===== src/rtl/button_event_decoder_pkg.sv =====
// Shared helpers for the button event decoder slice.
package button_event_decoder_pkg;

  // Constant function, so it can size the shared counter at elaboration.
  function automatic int unsigned maxCnt(input int unsigned a, input int unsigned b);
    return (a > b) ? a : b;
  endfunction

endpackage


===== src/rtl/button_event_decoder_edge_detector.sv =====
// Rise/fall detector against a registered previous sample; outputs are combinational.
module edge_detector (
  input  logic clk,
  input  logic rst,
  input  logic i_sig,
  output logic o_rise,
  output logic o_fall
);

  logic r_prev;

  always_ff @(posedge clk) begin
    if (rst) r_prev <= 1'b0;
    else     r_prev <= i_sig;
  end

  assign o_rise = i_sig & ~r_prev;
  assign o_fall = ~i_sig & r_prev;

endmodule


===== src/rtl/button_event_decoder.sv =====
// Classifies a debounced button into press/release, short, long and double events.
module button_event_decoder
  import button_event_decoder_pkg::*;
#(
  parameter int unsigned LONG_PRESS_CNT = 25_000_000,
  parameter int unsigned DOUBLE_GAP_CNT = 12_500_000
) (
  input  logic clk,
  input  logic rst,
  input  logic i_btn,
  output logic o_press,
  output logic o_release,
  output logic o_short,
  output logic o_long,
  output logic o_double,
  output logic o_busy
);

  localparam int unsigned CW = $clog2(maxCnt(LONG_PRESS_CNT, DOUBLE_GAP_CNT) + 1);

  localparam logic [2:0] ST_IDLE   = 3'd0;
  localparam logic [2:0] ST_PRESS1 = 3'd1;
  localparam logic [2:0] ST_LONG   = 3'd2;
  localparam logic [2:0] ST_GAP    = 3'd3;
  localparam logic [2:0] ST_PRESS2 = 3'd4;

  // The counter is cleared on the deciding edge, so the Nth later edge sees N-1.
  localparam logic [CW-1:0] LONG_LAST = CW'(LONG_PRESS_CNT - 1);
  localparam logic [CW-1:0] GAP_LAST  = CW'(DOUBLE_GAP_CNT - 1);
  localparam logic [CW-1:0] CNT_MAX   = {CW{1'b1}};

  if (LONG_PRESS_CNT < 2 || DOUBLE_GAP_CNT < 2) begin : g_badParams
    $error("button_event_decoder: LONG_PRESS_CNT and DOUBLE_GAP_CNT must both be >= 2");
  end

  logic          w_rise;
  logic          w_fall;
  logic [2:0]    r_state;
  logic [2:0]    w_nextState;
  logic [CW-1:0] r_count;
  logic          w_clrCnt;
  logic          w_short;
  logic          w_long;
  logic          w_double;

  edge_detector u_edge (
    .clk    (clk),
    .rst    (rst),
    .i_sig  (i_btn),
    .o_rise (w_rise),
    .o_fall (w_fall)
  );

  always_comb begin
    w_nextState = r_state;
    w_clrCnt    = 1'b0;
    w_short     = 1'b0;
    w_long      = 1'b0;
    w_double    = 1'b0;
    case (r_state)
      ST_IDLE: begin
        if (w_rise) begin
          w_nextState = ST_PRESS1;
          w_clrCnt    = 1'b1;
        end
      end
      ST_PRESS1: begin
        if (w_fall) begin
          w_nextState = ST_GAP;
          w_clrCnt    = 1'b1;
        end else if (r_count == LONG_LAST) begin
          w_nextState = ST_LONG;
          w_long      = 1'b1;
        end
      end
      ST_LONG: begin
        if (w_fall) w_nextState = ST_IDLE;
      end
      // A rise on the final gap edge wins over the short-press timeout.
      ST_GAP: begin
        if (w_rise) begin
          w_nextState = ST_PRESS2;
          w_double    = 1'b1;
        end else if (r_count == GAP_LAST) begin
          w_nextState = ST_IDLE;
          w_short     = 1'b1;
        end
      end
      ST_PRESS2: begin
        if (w_fall) w_nextState = ST_IDLE;
      end
      default: w_nextState = ST_IDLE;
    endcase
  end

  always_ff @(posedge clk) begin
    if (rst) begin
      r_state   <= ST_IDLE;
      r_count   <= '0;
      o_press   <= 1'b0;
      o_release <= 1'b0;
      o_short   <= 1'b0;
      o_long    <= 1'b0;
      o_double  <= 1'b0;
      o_busy    <= 1'b0;
    end else begin
      r_state   <= w_nextState;
      o_press   <= w_rise;
      o_release <= w_fall;
      o_short   <= w_short;
      o_long    <= w_long;
      o_double  <= w_double;
      o_busy    <= (w_nextState != ST_IDLE);
      if (w_clrCnt) begin
        r_count <= '0;
      end else if ((r_state == ST_PRESS1 || r_state == ST_GAP) && r_count != CNT_MAX) begin
        r_count <= r_count + CW'(1);
      end
    end
  end

endmodule


===== config.mk =====
export PLATFORM = sky130hd
export DESIGN_NAME = button_event_decoder
export DESIGN_NICKNAME = d
export VERILOG_FILES = /design/src/rtl/button_event_decoder_pkg.sv /design/src/rtl/button_event_decoder_edge_detector.sv /design/src/rtl/button_event_decoder.sv
export SDC_FILE = /design/constraint.sdc
export NUM_CORES = 1
export LEC_CHECK = 0
export CAP_MARGIN = 30
export CORE_MARGIN = 5
export CORE_UTILIZATION = 50
export DETAILED_ROUTE_END_ITERATION = 8
export DONT_BUFFER_PORTS = 1
export SYNTH_ARGS = -nofsm -noshare
export SYNTH_HDL_FRONTEND = slang
export SYNTH_HIERARCHICAL = 1
export SYNTH_SLANG_ARGS = --single-unit

===== constraint.sdc =====
create_clock -name clk -period 2.75 [get_ports clk]
set_input_delay 0 -clock clk [delete_from_list [all_inputs] [get_ports clk]]
set_output_delay 0 -clock clk [all_outputs]
set_load 0.05 [all_outputs]

==> results of run 1 <==
-- how the worst max path moves through the flow --
stage / startpoint / end / cells after the start
after floorplan: r_count[4]$_SDFFE_PP0P_ / o_busy$_SDFF_PP0_ / 6
after global placement: r_count[4]$_SDFFE_PP0P_ / o_busy$_SDFF_PP0_ / 5
after detailed placement: r_count[4]$_SDFFE_PP0P_ / o_busy$_SDFF_PP0_ / 5
after CTS: r_count[4]$_SDFFE_PP0P_ / o_busy$_SDFF_PP0_ / 5
after global routing: r_count[0]$_SDFFE_PP0P_ / r_count[4]$_SDFFE_PP0P_ / 6
final: r_count[4]$_SDFFE_PP0P_ / o_busy$_SDFF_PP0_ / 5
-- metrics by stage --
stage / instances / utilization / power [W] / worst slack (ns)
2_1_floorplan: 202 / - / 0.000590 / 0.652
3_3_place_gp: 246 / 0.532 / 0.000606 / 0.567
3_5_place_dp: 246 / 0.532 / 0.000608 / 0.527
4_1_cts: 257 / 0.557 / 0.000882 / 0.515
5_1_grt: 257 / 0.557 / 0.000922 / 0.389
6_report: 257 / 0.557 / 0.000866 / 0.498
-- cell type report --
| type | instances | share of cell area |
|---|---|---|
| multi-input cells | 158 | 0.516 |
| flip-flops and latches | 35 | 0.383 |
| repair buffers | 8 | 0.0369 |
| well taps | 46 | 0.0314 |
| clock buffers | 5 | 0.0205 |
| clock inverters | 3 | 0.00820 |
| inverters | 2 | 0.00410 |
-- power groups by stage --
stage	registers (W)	clock network, W	logic [W]
floorplan	0.000545	0	0.0000448
global placement	0.000547	0	0.0000592
detailed placement	0.000548	0	0.0000608
CTS	0.000536	0.000280	0.0000663
global route	0.000538	0.000312	0.0000725
finish	0.000536	0.000265	0.0000659
-- cell usage after synthesis (2+ instances only) --
library cell / instances / area share
a21oi_1: 21 / 0.062
and3_1: 4 / 0.015
and4_1: 4 / 0.021
clkbuf_1: 6 / 0.013
dfxtp_1: 35 / 0.42
inv_1: 2 / 0.0045
nand2_1: 18 / 0.040
nand2b_1: 3 / 0.011
nand3_1: 12 / 0.036
nand4_1: 6 / 0.022
nand4b_1: 2 / 0.010
nor2_1: 16 / 0.036
nor2b_1: 6 / 0.022
nor3_1: 2 / 0.0059
nor4_1: 3 / 0.011
nor4b_1: 3 / 0.016
o21ai_0: 10 / 0.030
o21ai_1: 2 / 0.0059
o311ai_0: 2 / 0.010
o31ai_1: 3 / 0.013
o41ai_1: 2 / 0.010
or3_1: 12 / 0.045
or4_1: 4 / 0.018
xnor2_1: 4 / 0.021
-- per-layer routing --
metal / vias to the layer above / track usage / share of wire
met4: 0 / 0.0918 / 0.014
met1: 747 / 0.252 / 0.47
met5: - / 0 / 0
met2: 30 / 0.313 / 0.47
li1: 774 / - / -
met3: 6 / 0.0525 / 0.041
-- sequential cells by signal (all words and copies together), names as in the netlist --
| signal | count |
|---|---|
| o_long | 1 |
| r_state | 3 |
| r_count | 25 |
| o_release | 1 |
| o_press | 1 |
| o_double | 1 |
| u_edge/r_prev | 1 |
| o_busy | 1 |
| o_short | 1 |
-- worst max-delay path: cells and delay by family, from the launching register on --
family | cells | cell delay, ns
and+or+nand+nor | 3 | 1.27
DFF | 1 | 0.47
AOI/OAI and AO/OA | 2 | 0.40
-- cells by family after synthesis --
group	count (synthesis)	share of synthesized area
simple gates	100	0.333
compound gates	50	0.182
buf+inv	9	0.0223
mux	2	0.0126
flops	35	0.416
fa+ha+maj	1	0.00743
xor+xnor	5	0.0260
-- timing repair --
item	in CTS	in global routing
hold buffers	3	0
endpoints found under the setup margin	0	0
endpoints found under the hold margin	15	0
==> key figures, run 1 <==
Run status
  – Outcome: finished, final reports clean

STA
  – Relative slew margins: 0.577
  – RSZ-0062 raised after global routing: no
  – Final Hold Violating Endpoints: 0
  – Setup TNS: 0 ns
  – Final setup viols: 0
  – Final period utilization: 0.819
  – Peak Freq: 0.444 GHz
  – Final slew viol count: 0
  – Hold slack: 0.338 ns
  – Slew @ Worst Pin: 0.629 ns
  – Final min period: 2.25 ns
  – Clock skew: roughly 0.013 ns

Synthesis
  – Count of cell types in the netlist: between 40 and 50
  – Syn. warnings: 6
  – Synth Cell Area: ~1700 sq um
  – Synth Flop Type: dfxtp_1
  – Post-synth ARST share: 0
  – Yosys reg bits: 35
  – Cells after synthesis: between 200 and 250
  – Syn nets: roughly 210
  – Syn avg cell area: between 8 and 9 sq um
  – Seq/Total Area, Yosys: 0.416
  – Number of synthesized flops with an enable pin: 0

Clock tree
  – Num CTS Buffers: 5
  – CTS Root Buffer Type: clkbuf_4
  – CTS tree: done
  – CTS H-tree depth: 2
  – Post-CTS setup buffer count: 0
  – # clock sinks: 35
  – Worst-Skew Late Latency: ~0.34 ns
  – Post_cts resized: 0
  – CTS clk-pin slew, worst paths: 0.10 ns
  – Largest buffer count on any clock path: 2

Worst setup path
  – Worst reg2reg startpoint: r_count[4]$_SDFFE_PP0P_
  – Crit-path max cell delay: approximately 0.47 ns
  – Worst Path Required: between 2 and 3 ns
  – CP Max Fanout: 8
  – Reg2Reg Setup Slack: between 0.4 and 0.5 ns
  – CP Launch Type: flop
  – R2R depth: 5
  – Reg-to-reg endpoint: o_busy$_SDFF_PP0_
  – Crit path DAT: 2.48 ns
  – CP Class: flop to flop
  – CP endpoint kind: flop
  – Worst path slowest cell: dfxtp_1
  – CP Cell Sequence: or4b_1 -> or4_4 -> o31ai_2 -> o41ai_1 -> or3_1

Placed design
  – Port buffer count: 0
  – Detailed Place HPWL: about 2.9 mm
  – Placed instance area: 1750 sq um
  – GPL Wtd Cong: around 0.83

Pwr
  – PwrDens: 473 nW/um^2
  – Pleak: 0.578 nW
  – Sequential Power Share: 0.618
  – NetSw: roughly 0.00023 W
  – Combinational power share: 0.076
  – Worst VDD drop: around 0.23 mV
  – Power share of the clock group: 0.306
  – Switching part of the total: 0.264
  – Int Power: about 0.00064 W

Global route
  – Largest net degree at the start of global routing: 17
  – Overflow after GRT: 0
  – Vias in the first global route: about 1,500
  – First-pass GRT wire length: 6.91 mm
  – Total GRT Usage: 0.199
  – Initial antenna violation count: 0

Route
  – WL/cell: about 15 microns
  – DRT iter0 DRCs: 124
  – Vias per cell: between 6 and 7
  – DRC errors left: 0
  – Final Routed Wirelength: around 3.9 mm
  – DRT Pass-1 Iters: 4
  – Post-DRT Antenna Nets: 0
  – Vias: approximately 1,600

Final layout
  – Leading cell type in the layout, fill and taps excluded: dfxtp_1
  – Nets@finish: between 200 and 250
  – Design Area, Final: about 1800 sq um
  – Register area: between 700 and 800 sq um
  – Multi-input gate area: 945 sq um
  – Synthesis-to-finish area growth: 8.77%
  – Ant diodes: 0
  – Most frequent cells in the layout: dfxtp_1, a21oi_1, nand2_1, nor2_1
  – Layout cells sized above 1: 0.0853
  – Layout fillers: 313

Job
  – Max cap viols: 0

Die
  – Starting Density: 0.512
  – Rows: 21
  – Die width: ~68 microns
  – Die H: around 68 microns
  – Core area: 3280 sq um
  – Ports: 9
  – Die area: between 4000 and 5000 sq um

Min path
  – Hold EP: u_edge/r_prev$_SDFF_PP0_
  – Hold Path Depth: 2
  – Hold crit path type: primary input to flop
  – Hold_sp: i_btn
(Power assumes the default switching activity.)
==> inputs of run 2 (changes only) <==
- ABC_AREA: not set -> 1
- clock period: 2.75 -> 2.3 ns (I/O delays scaled with it)
==> key figures, run 2 <==
Worst setup path
  – CP Cell Sequence: ha_1 -> inv_1 -> nor2_4 -> nand2_2 -> nor2_4 -> nand3_2 -> nand2_4 -> buf_4 -> nand2_1 -> a21oi_2
  – CP endpoint kind: flop
  – CP Launch Type: flop
  – CP Class: flop to flop
  – Worst Path Required: around 2.5 ns
  – Critical path startpoint: r_count[0]$_SDFFE_PP0P_
  – CP most frequent cell: nor2_4
  – Crit-path max cell delay: ~0.4 ns
  – Crit path DAT: 2.17 ns
  – CP Max Fanout: 16
  – Worst path slowest cell: dfxtp_1
  – Worst reg2reg startpoint: r_count[0]$_SDFFE_PP0P_

Pwr
  – Int Power: 0.000847 W
  – Sequential Power Share: 0.551
  – Combinational power share: 0.077
  – PwrDens: 526 nW/um^2
  – Power share of the clock group: 0.372
  – Pleak: roughly 0.8 nW
  – NetSw: 0.000307 W
  – Switching part of the total: 0.266
  – Worst VDD drop: 0.306 mV

Clock tree
  – CTS tree: done
  – CTS H-tree depth: 2
  – CTS clk-pin slew, worst paths: about 0.070 ns
  – Largest buffer count on any clock path: 2
  – Post-CTS setup buffer count: 0
  – Worst-Skew Late Latency: 0.29 ns
  – Num CTS Buffers: 5
  – CTS Root Buffer Type: clkbuf_8
  – # clock sinks: 35

Global route
  – M3 GR Usage: 0.0405
  – Overflow after GRT: 0
  – Largest net degree at the start of global routing: 22
  – Met2 Usage GRT: 0.303
  – First-pass GRT wire length: between 8 and 9 mm
  – Total GRT Usage: 0.193
  – Busiest grt layer: met2
  – Vias in the first global route: 1,747
  – M1 GR Usage: 0.269
  – Initial antenna violation count: 0

Final layout
  – Synthesis-to-finish area growth: 7.15%
  – Design Area, Final: between 2000 and 2500 sq um
  – Final Core Density: 0.549
  – Layout cells sized above 1: 0.0818
  – Nets@finish: around 330
  – Ant diodes: 0
  – Leading cell type in the layout, fill and taps excluded: nand2_1
  – Layout fillers: 426
  – Registers with the most flip-flops: r_count: 25 flops, r_state: 3 flops
  – Most frequent cells in the layout: nand2_1, nor2_1, dfxtp_1, inv_1, nand3_1
  – Most flops, register: r_count
  – Non-Filler Instances: between 300 and 400
  – Max reg flops: 25

Synthesis
  – Count of cell types in the netlist: 26
  – Cells after synthesis: about 320
  – Synth top area share: 0.342
  – Commonest cells post-synth: nand2_1, nor2_1, dfxtp_1
  – Number of synthesized flops with an enable pin: 0
  – Syn avg cell area: between 6 and 7 sq um
  – Yosys reg bits: 35
  – Syn. warnings: 6
  – Area leader, netlist: dfxtp_1
  – Seq/Total Area, Yosys: 0.342
  – Top-count cell post-synth: nand2_1
  – Synth Flop Type: dfxtp_1
  – Post-synth ARST share: 0
  – Dominant cells by area after synthesis: dfxtp_1, nand2_1, nor2_1, inv_1, nand3_1
  – Syn nets: 326
  – Synth Cell Area: just over 2000 sq um

STA
  – Final period utilization: 0.844
  – Final min period: between 1.5 and 2 ns
  – Clock skew: between 0.004 and 0.005 ns
  – Peak Freq: approximately 0.52 GHz
  – RSZ-0062 raised after global routing: no
  – Final slew viol count: 0
  – Final Hold Violating Endpoints: 0
  – Slew @ Worst Pin: slightly below 0.5 ns
  – Relative slew margins: 0.679
  – Setup TNS: 0 ns
  – Final setup viols: 0

Min path
  – Hold crit path type: primary input to flop
  – Hold_sp: i_btn

Run status
  – Outcome: finished, final reports clean

Die
  – Starting Density: 0.512
  – Core area: 4000 sq um
  – Ports: 9
  – Die width: ~74 microns
  – Die area: around 5500 sq um
  – Die H: approximately 74 microns
  – Rows: 23

Route
  – DRT Pass-1 Iters: 4
  – Vias per cell: 4.94
  – DRT iter0 DRCs: roughly 140
  – Final Routed Wirelength: approximately 4.7 mm
  – DRC errors left: 0
  – Post-DRT Antenna Nets: 0
  – WL/cell: 12.5 microns
  – Vias: about 1,900

Placed design
  – Cells after DPL: between 300 and 400
  – Detailed Place HPWL: 3.66 mm
  – GPL Wtd Cong: 0.911
  – Port buffer count: 0
  – Placed instance area: approximately 2100 sq um

Job
  – Max cap viols: 0
-- run 2: kinds of logic after synthesis --
logic type	synth area share
AOI/OAI and AO/OA	0.0867
xor gates and xnor gates	0.0641
adders and majority gates	0.00611
buffers and inverters	0.0825
DFF	0.342
and+or+nand+nor	0.418
-- run 2: layout make-up --
class / count / area (sq um) / share of cell area
clock buffer: 5 / 68.8 / 0.0314
clock inverter: 3 / 15.0 / 0.00684
inverter: 31 / 116 / 0.0530
multi-input combinational: 250 / 1180 / 0.537
sequential: 35 / 701 / 0.319
tap: 50 / 62.6 / 0.0285
timing repair buffer: 6 / 52.6 / 0.0239
-- run 2: metrics by stage --
stage          setup slack, ns  hold WS [ns]  power [W]
3_3_place_gp             0.415        0.0744   0.000736
5_1_grt                  0.137         0.191    0.00121
6_report                 0.359         0.153    0.00115
3_5_place_dp             0.351        0.0755   0.000735
4_1_cts                  0.335         0.142    0.00117
2_1_floorplan            0.617        0.0724   0.000722
-- run 2: repair_timing --
action | 4_1_cts | 5_1_grt
setup endpoints to repair | 0 | 0
endpoints found under the hold margin | 10 | 0
resized for setup | 0 | 0
hold buffers | 3 | 0
-- run 2: critical path, delay by kind of cell, from the launching register on --
family / cells / cell delay, ns
and+or+nand+nor: 6 / 0.76
DFF: 1 / 0.39
buffers and inverters: 2 / 0.33
adders and majority gates: 1 / 0.28
AOI/OAI and AO/OA: 1 / 0.13
-- run 2: routing by layer --
| layer | vias to the layer above | wire length, microns |
|---|---|---|
| li1 | 1016 | - |
| met1 | 824 | 2360 |
| met2 | 34 | 2180 |
| met3 | 4 | 163 |
| met4 | 0 | 36 |
| met5 | - | 0 |
-- run 2: power by group through the flow --
stage	combinational (W)	sequential [W]	clock, W
after detailed placement	0.0000865	0.000649	0
after global placement	0.0000870	0.000649	0
after floorplan	0.0000746	0.000648	0
final	0.0000891	0.000635	0.000429
after global routing	0.000103	0.000636	0.000472
after CTS	0.0000913	0.000635	0.000446
-- run 2: worst paths after layout --
path | to | slack, ns | cells past startpoint
hold / removal | o_long$_SDFF_PP0_ | 0.15 | 4
setup reg to reg | r_count[10]$_SDFFE_PP0P_ | 0.36 | 10
setup / recovery | r_count[10]$_SDFFE_PP0P_ | 0.36 | 10
hold reg to reg | r_count[23]$_SDFFE_PP0P_ | 0.49 | 2
